===== src/rtl/seg7_pkg.sv =====
// Glyph table ({g,f,e,d,c,b,a}, active-high), scan FSM state type and BCD sizing helper
// shared by the seven-segment scan driver and its converter.
package seg7_pkg;

  localparam logic [6:0] GLYPH_0     = 7'h3F;
  localparam logic [6:0] GLYPH_1     = 7'h06;
  localparam logic [6:0] GLYPH_2     = 7'h5B;
  localparam logic [6:0] GLYPH_3     = 7'h4F;
  localparam logic [6:0] GLYPH_4     = 7'h66;
  localparam logic [6:0] GLYPH_5     = 7'h6D;
  localparam logic [6:0] GLYPH_6     = 7'h7D;
  localparam logic [6:0] GLYPH_7     = 7'h07;
  localparam logic [6:0] GLYPH_8     = 7'h7F;
  localparam logic [6:0] GLYPH_9     = 7'h6F;
  localparam logic [6:0] GLYPH_A     = 7'h77;
  localparam logic [6:0] GLYPH_B     = 7'h7C;
  localparam logic [6:0] GLYPH_C     = 7'h39;
  localparam logic [6:0] GLYPH_D     = 7'h5E;
  localparam logic [6:0] GLYPH_E     = 7'h79;
  localparam logic [6:0] GLYPH_F     = 7'h71;
  localparam logic [6:0] GLYPH_DASH  = 7'h40;
  localparam logic [6:0] GLYPH_BLANK = 7'h00;

  typedef enum logic [1:0] {
    IDLE,
    CONV,
    COMMIT
  } state_e;

  // Decimal digits needed to hold any DATA_W-bit value.
  function automatic int bcd_digits(input int data_w);
    return (data_w * 3) / 10 + 1;
  endfunction

  function automatic logic [6:0] hex_glyph(input logic [3:0] nib);
    logic [6:0] g;
    case (nib)
      4'h0:    g = GLYPH_0;
      4'h1:    g = GLYPH_1;
      4'h2:    g = GLYPH_2;
      4'h3:    g = GLYPH_3;
      4'h4:    g = GLYPH_4;
      4'h5:    g = GLYPH_5;
      4'h6:    g = GLYPH_6;
      4'h7:    g = GLYPH_7;
      4'h8:    g = GLYPH_8;
      4'h9:    g = GLYPH_9;
      4'hA:    g = GLYPH_A;
      4'hB:    g = GLYPH_B;
      4'hC:    g = GLYPH_C;
      4'hD:    g = GLYPH_D;
      4'hE:    g = GLYPH_E;
      default: g = GLYPH_F;
    endcase
    return g;
  endfunction

endpackage


===== src/rtl/bin2bcd_seq.sv =====
// Sequential shift-add-3 binary-to-BCD: start loads bin, DATA_W shift cycles follow, bcd valid after.
// No backpressure: start restarts any conversion; done flags the cycle of the final shift.
module bin2bcd_seq #(
  parameter int DATA_W     = 16,
  parameter int BCD_DIGITS = 5
) (
  input  logic                    clk,
  input  logic                    rst_n,
  input  logic                    start,
  input  logic [DATA_W-1:0]       bin,
  output logic                    done,
  output logic [4*BCD_DIGITS-1:0] bcd
);

  localparam int BCD_W = 4 * BCD_DIGITS;
  localparam int CNT_W = $clog2(DATA_W);
  localparam logic [CNT_W-1:0] LAST = CNT_W'(DATA_W - 1);

  logic [DATA_W-1:0] shift_q, shift_d;
  logic [BCD_W-1:0]  bcd_q, bcd_d, adj;
  logic [CNT_W-1:0]  cnt_q, cnt_d;
  logic              active_q, active_d;

  always_comb begin
    adj = bcd_q;
    for (int i = 0; i < BCD_DIGITS; i++) begin
      if (bcd_q[4*i +: 4] >= 4'd5) adj[4*i +: 4] = bcd_q[4*i +: 4] + 4'd3;
    end

    shift_d  = shift_q;
    bcd_d    = bcd_q;
    cnt_d    = cnt_q;
    active_d = active_q;
    if (start) begin
      shift_d  = bin;
      bcd_d    = '0;
      cnt_d    = '0;
      active_d = 1'b1;
    end else if (active_q) begin
      bcd_d   = {adj[BCD_W-2:0], shift_q[DATA_W-1]};
      shift_d = {shift_q[DATA_W-2:0], 1'b0};
      cnt_d   = cnt_q + CNT_W'(1);
      if (cnt_q == LAST) active_d = 1'b0;
    end
  end

  always_ff @(posedge clk or negedge rst_n) begin
    if (!rst_n) begin
      shift_q  <= '0;
      bcd_q    <= '0;
      cnt_q    <= '0;
      active_q <= 1'b0;
    end else begin
      shift_q  <= shift_d;
      bcd_q    <= bcd_d;
      cnt_q    <= cnt_d;
      active_q <= active_d;
    end
  end

  assign done = active_q && (cnt_q == LAST);
  assign bcd  = bcd_q;

endmodule


===== src/rtl/seg7_scan_driver.sv =====
// Multiplexed 7-seg driver: hex value committed 1 cycle after load, decimal DATA_W+1 cycles after (busy high).
// Loads while busy are dropped; LEADING_ZERO_BLANK_EN blanks digits above the most significant nonzero one.
module seg7_scan_driver
  import seg7_pkg::*;
#(
  parameter int NUM_DIGITS    = 4,
  parameter int DATA_W        = 16,
  parameter int CLK_HZ        = 100000000,
  parameter int REFRESH_HZ    = 1000,
  parameter int ANODE_ACT_LOW = 1,
  parameter int SEG_ACT_LOW   = 1
) (
  input  logic                  clk,
  input  logic                  rst,
  input  logic [DATA_W-1:0]     value,
  input  logic                  load,
  input  logic                  dec_mode,
  output logic                  busy,
  output logic                  overflow,
  output logic [NUM_DIGITS-1:0] anode,
  output logic [6:0]            seg
);

  localparam int DP_RAW       = CLK_HZ / (REFRESH_HZ * NUM_DIGITS);
  localparam int DIGIT_PERIOD = (DP_RAW < 1) ? 1 : DP_RAW;
  localparam int TICK_W       = (DIGIT_PERIOD > 1) ? $clog2(DIGIT_PERIOD) : 1;
  localparam int IDX_W        = (NUM_DIGITS > 1) ? $clog2(NUM_DIGITS) : 1;
  localparam int BCD_DIGITS   = bcd_digits(DATA_W);
  localparam int BCD_W        = 4 * BCD_DIGITS;
  localparam int DIG_W        = 4 * NUM_DIGITS;
  localparam int HEX_PAD_W    = (DATA_W > DIG_W) ? DATA_W : DIG_W;
  localparam int BCD_PAD_W    = (BCD_W > DIG_W) ? BCD_W : DIG_W;

  localparam logic [TICK_W-1:0]     TICK_LAST = TICK_W'(DIGIT_PERIOD - 1);
  localparam logic [IDX_W-1:0]      IDX_LAST  = IDX_W'(NUM_DIGITS - 1);
  localparam logic [NUM_DIGITS-1:0] ANODE_OFF = (ANODE_ACT_LOW != 0) ? {NUM_DIGITS{1'b1}} : '0;
  localparam logic [6:0]            SEG_OFF   = (SEG_ACT_LOW != 0) ? 7'h7F : 7'h00;

  state_e                state_q, state_d;
  logic [TICK_W-1:0]     tick_q, tick_d;
  logic [IDX_W-1:0]      idx_q, idx_d;
  logic [DIG_W-1:0]      digits_q, digits_d;
  logic                  ovf_q, ovf_d;
  logic                  busy_q, busy_d;
  logic [NUM_DIGITS-1:0] anode_q, anode_d, anode_onehot;
  logic [6:0]            seg_q, seg_d, glyph;

  logic                  conv_start, conv_done, bcd_hi_nz;
  logic [BCD_W-1:0]      bcd;
  logic [HEX_PAD_W-1:0]  hex_pad;
  logic [BCD_PAD_W-1:0]  bcd_pad;

  assign conv_start = (state_q == IDLE) && load && dec_mode;
  assign hex_pad    = HEX_PAD_W'(value);
  assign bcd_pad    = BCD_PAD_W'(bcd);

  bin2bcd_seq #(
    .DATA_W    (DATA_W),
    .BCD_DIGITS(BCD_DIGITS)
  ) u_bin2bcd (
    .clk  (clk),
    .rst_n(rst),
    .start(conv_start),
    .bin  (value),
    .done (conv_done),
    .bcd  (bcd)
  );

  // Any nonzero decimal digit that has no anode means the value cannot be shown.
  always_comb begin
    bcd_hi_nz = 1'b0;
    for (int i = NUM_DIGITS; i < BCD_DIGITS; i++) begin
      bcd_hi_nz = bcd_hi_nz | (|bcd_pad[4*i +: 4]);
    end
  end

  always_comb begin
    tick_d   = tick_q + TICK_W'(1);
    idx_d    = idx_q;
    state_d  = state_q;
    digits_d = digits_q;
    ovf_d    = ovf_q;
    busy_d   = busy_q;

    if (tick_q == TICK_LAST) begin
      tick_d = '0;
      idx_d  = (idx_q == IDX_LAST) ? '0 : idx_q + IDX_W'(1);
    end

    case (state_q)
      IDLE: begin
        if (load) begin
          if (dec_mode) begin
            state_d = CONV;
            busy_d  = 1'b1;
          end else begin
            digits_d = hex_pad[DIG_W-1:0];
            ovf_d    = 1'b0;
          end
        end
      end
      CONV: begin
        if (conv_done) state_d = COMMIT;
      end
      COMMIT: begin
        digits_d = bcd_pad[DIG_W-1:0];
        ovf_d    = bcd_hi_nz;
        busy_d   = 1'b0;
        state_d  = IDLE;
      end
      default: state_d = IDLE;
    endcase
  end

  always_comb begin
`ifdef LEADING_ZERO_BLANK_EN
    logic lead_blank;
`endif
    glyph = hex_glyph(digits_q[4*idx_q +: 4]);
`ifdef LEADING_ZERO_BLANK_EN
    lead_blank = (idx_q != '0);
    for (int j = 0; j < NUM_DIGITS; j++) begin
      if ((IDX_W'(j) >= idx_q) && (digits_q[4*j +: 4] != 4'h0)) lead_blank = 1'b0;
    end
    if (lead_blank) glyph = GLYPH_BLANK;
`endif
    if (ovf_q) glyph = GLYPH_DASH;

    anode_onehot        = '0;
    anode_onehot[idx_q] = 1'b1;
    anode_d = (ANODE_ACT_LOW != 0) ? ~anode_onehot : anode_onehot;
    seg_d   = (SEG_ACT_LOW != 0) ? ~glyph : glyph;
  end

  always_ff @(posedge clk or negedge rst) begin
    if (!rst) begin
      state_q  <= IDLE;
      tick_q   <= '0;
      idx_q    <= '0;
      digits_q <= '0;
      ovf_q    <= 1'b0;
      busy_q   <= 1'b0;
      anode_q  <= ANODE_OFF;
      seg_q    <= SEG_OFF;
    end else begin
      state_q  <= state_d;
      tick_q   <= tick_d;
      idx_q    <= idx_d;
      digits_q <= digits_d;
      ovf_q    <= ovf_d;
      busy_q   <= busy_d;
      anode_q  <= anode_d;
      seg_q    <= seg_d;
    end
  end

  assign busy     = busy_q;
  assign overflow = ovf_q;
  assign anode    = anode_q;
  assign seg      = seg_q;

endmodule


===== config.mk =====
export PLATFORM = sky130hd
export DESIGN_NAME = seg7_scan_driver
export DESIGN_NICKNAME = d
export VERILOG_FILES = /design/src/rtl/seg7_pkg.sv /design/src/rtl/bin2bcd_seq.sv /design/src/rtl/seg7_scan_driver.sv
export SDC_FILE = /design/constraint.sdc
export NUM_CORES = 1
export LEC_CHECK = 0
export ABC_AREA = 1
export BUFFER_PORTS_ARGS = -buffer_cell sky130_fd_sc_hd__buf_2
export CAP_MARGIN = 10
export CORE_ASPECT_RATIO = 1.1
export CORE_MARGIN = 1.5
export CORE_UTILIZATION = 60
export CTS_CLUSTER_SIZE = 28
export DETAILED_ROUTE_END_ITERATION = 7
export PLACE_DENSITY = 0.82
export SYNTH_ARGS = -nofsm -noshare
export SYNTH_HDL_FRONTEND = slang
export SYNTH_HIERARCHICAL = 1
export SYNTH_SLANG_ARGS = --single-unit

===== constraint.sdc =====
create_clock -name clk -period 2.9 [get_ports clk]
set_clock_uncertainty 0.15 [all_clocks]
set_input_delay 0.29 -clock clk [delete_from_list [all_inputs] [get_ports clk]]
set_output_delay 0.29 -clock clk [all_outputs]
set_load 0.05 [all_outputs]

==> flow_metrics.tcl <==
set metrics [dict create \
    status "finished, final reports clean" \
    cts_tree "built" \
    finalSetupViolCount 0 \
    drive_gt1_frac 0.178 \
    cap_viol_max_count 0 \
    top_usage_layer "met2" \
    die_w_um 89.5 \
    slew_viol_final 0 \
    die_area_um2 8780 \
    hold_violations 0 \
    crit_end "u_bin2bcd/shift_q[1]" \
    core_area_um2 7960 \
    ys_ff_latch 89 \
    worstPathRequired_ns 2.99 \
    worstSetupPathType "flop to flop" \
    netlist_area_um2 4940 \
    cp_cell_sequence "nor2_1, nand3_1, inv_1, nor2_4, inv_6, o211ai_1, o21ai_1" \
    synth_area_per_cell_um2 8.24 \
    gr-total-overflow 0 \
    cellPowerDensity_nw_per_um2 996 \
    final_common_cell "nand2_1" \
    cts_buffer_depth 2 \
    pin_count 33 \
    synth_async_sr_flop_share 1.00 \
    worstPathMaxFanout 35 \
    synth-seq-area-share 0.454 \
    rr_worst_depth 7 \
    hp-class "input port to flop" \
    final_cell_mix "180 x nand2_1, 78 x dfrtp_1, 69 x inv_1, 46 x nand3_1, 44 x nor2_1" \
    wl_per_cell_um 13.8 \
    critPathLaunch "state_q[0]" \
    worstReg2RegStart "state_q[0]" \
    grt_usage 0.255 \
    fin_crit_sh 0.693 \
    die-height_um 98.1 \
    critPathLaunchType "flop" \
    worst_pin_slew_ns 0.587 \
    grt_first_pass_wirelength_mm 17.4 \
    crit_buf_inv 2 \
    cts_hold_buf 1 \
    cts_buffers 9 \
    antenna_found_initial 0 \
    routabilityCongestion 0.929 \
    use_met2 0.418 \
    critPathArrivalTime_ns 2.10 \
    num_rows 34 \
    remaining_drc_errors 0 \
    clkLatencyLatePin_ns 0.36 \
    grt_start_max_net_pins 48 \
    firstDrtPassIters 7 \
    cts_num_sinks 89 \
    tns_ns 0 \
    cts-root-buf "clkbuf_8" \
    yosysWarnings 6 \
    cts_setup_buffers 0 \
    use_met1 0.331 \
    cts-resized-gates 0 \
    peakVddDrop_v 0.000553 \
    crit_cells 7 \
    cpPeakStageDelay_ns 0.46 \
    synth.area.top_cells "dfrtp_1 40%, nand2_1 14%, dfstp_2 5.9%" \
    use_met3 0.0372 \
    fin_hold_ws_ns 0.0437 \
    clk_pin_slew_ns 0.09 \
    dpl.hpwl_mm 7.32 \
    end_kind "flop" \
    period_needed_ns 2.01 \
    port_buffers 32 \
    p_leak_uw 0.00273 \
    relSlewSlack 0.608 \
    synth.largest_area_cell "dfrtp_1" \
    r2r_setup_slack_ns 0.89 \
    initial_core_util 0.621 \
    hp-start "value[0]" \
    wirelength_mm 10.2 \
    syn2layout_area_growth_pct 8.51 \
    drtAntennaViolNets 0 \
    final_nets 671 \
    grt_pass1_vias 3918 \
    vias 4063 \
    synth_cells 599 \
    synthFlopType "dfrtp_1" \
    htreeDepth 3 \
    rsz0062_at_grt "false" \
    synthDistinctLibCells 40 \
    fmax_mhz 498 \
    yosysTopAreaCellShare 0.395 \
    r2r-end "u_bin2bcd/shift_q[1]" \
    via_per_inst 5.48 \
    antenna_cells 0 \
    cp_top_family "simple AND/OR/NAND/NOR gates" \
    cpMaxStageDelayCell "nor2_4" \
    synth_edf_count 0 \
    drt_iter0_markers 362 \
    synth.net_count 641 \
]
-- state kept, by name, summed over array words and instances (netlist names) --
| register | flops |
|---|---|
| state_q | 2 |
| anode | 4 |
| digits_q | 16 |
| seg | 7 |
| u_bin2bcd/bcd | 20 |
| tick_q | 15 |
| u_bin2bcd/active_q | 1 |
| overflow | 1 |
| u_bin2bcd/cnt_q | 4 |
| idx_q | 2 |
| u_bin2bcd/shift_q | 16 |
| busy | 1 |
-- worst min-delay path, delay by kind of cell --
family	cells	cell delay, ns
compound gates	1	0.05
buf+inv	1	0.10
simple gates	1	0.08
-- per-layer routing --
| layer | wire, um | up-vias |
|---|---|---|
| met5 | 0 | - |
| met3 | 405 | 19 |
| met1 | 4470 | 1923 |
| li1 | - | 2003 |
| met2 | 5130 | 118 |
| met4 | 236 | 0 |
-- cell usage after synthesis (8+ instances only) --
master    instances
o21ai_0          11
inv_1            69
o21ai_2          11
o211ai_2          9
a31oi_1          16
buf_2             8
dfstp_2          11
ha_1             22
nand2_1         180
o21ai_1           8
dfrtp_1          78
nand4_1          13
nor2_1           44
a21oi_1           8
nand3_1          46
-- worst min-delay path by stage --
stage | slack [ns] | end | cells after the start
floorplan | -0.16 | busy | 0
global placement | 0.18 | u_bin2bcd/shift_q[4] | 1
detailed placement | 0.19 | u_bin2bcd/shift_q[5] | 1
CTS | 0.02 | u_bin2bcd/shift_q[0] | 3
global route | 0.03 | u_bin2bcd/shift_q[0] | 3
finish | 0.04 | u_bin2bcd/shift_q[0] | 3
-- layout make-up --
cell class	instances	area, um^2
flip-flops and latches	89	2240
clock inverters	5	61.3
fillers	639	2600
inverters	77	304
repair buffers	35	200
clock buffers	11	151
well taps	108	135
multi-input cells	417	2260
-- kinds of logic (layout without fill, tap and decap cells) --
logic type / Yosys count / in the layout / synth area share
flops: 89 / 89 / 0.454
compound gates: 80 / 80 / 0.121
buf+inv: 93 / 128 / 0.0874
fa+ha+maj: 22 / 22 / 0.0558
simple gates: 309 / 309 / 0.271
xor+xnor: 6 / 6 / 0.0106
-- metrics by stage --
step	power (uW)	util	instances	area (um^2)	setup slack, ns
after floorplan	3950	-	599	4940	1.23
after global placement	4260	0.645	725	5130	1.01
after detailed placement	4420	0.645	725	5130	0.913
after CTS	5330	0.673	742	5360	0.892
after global routing	5760	0.673	742	5360	0.728
final	5340	0.673	742	5360	0.890
-- report_power, final --
| group | total (uW) | internal (uW) | switching, uW | leakage, uW |
|---|---|---|---|---|
| sequential | 2050 | 1720 | 332 | 0.00107 |
| clock | 900 | 452 | 448 | 0.000110 |
| combinational | 2390 | 811 | 1570 | 0.00155 |
| total | 5340 | 2980 | 2350 | 0.00273 |
No activity file was read; power rests on OpenSTA's default activity.
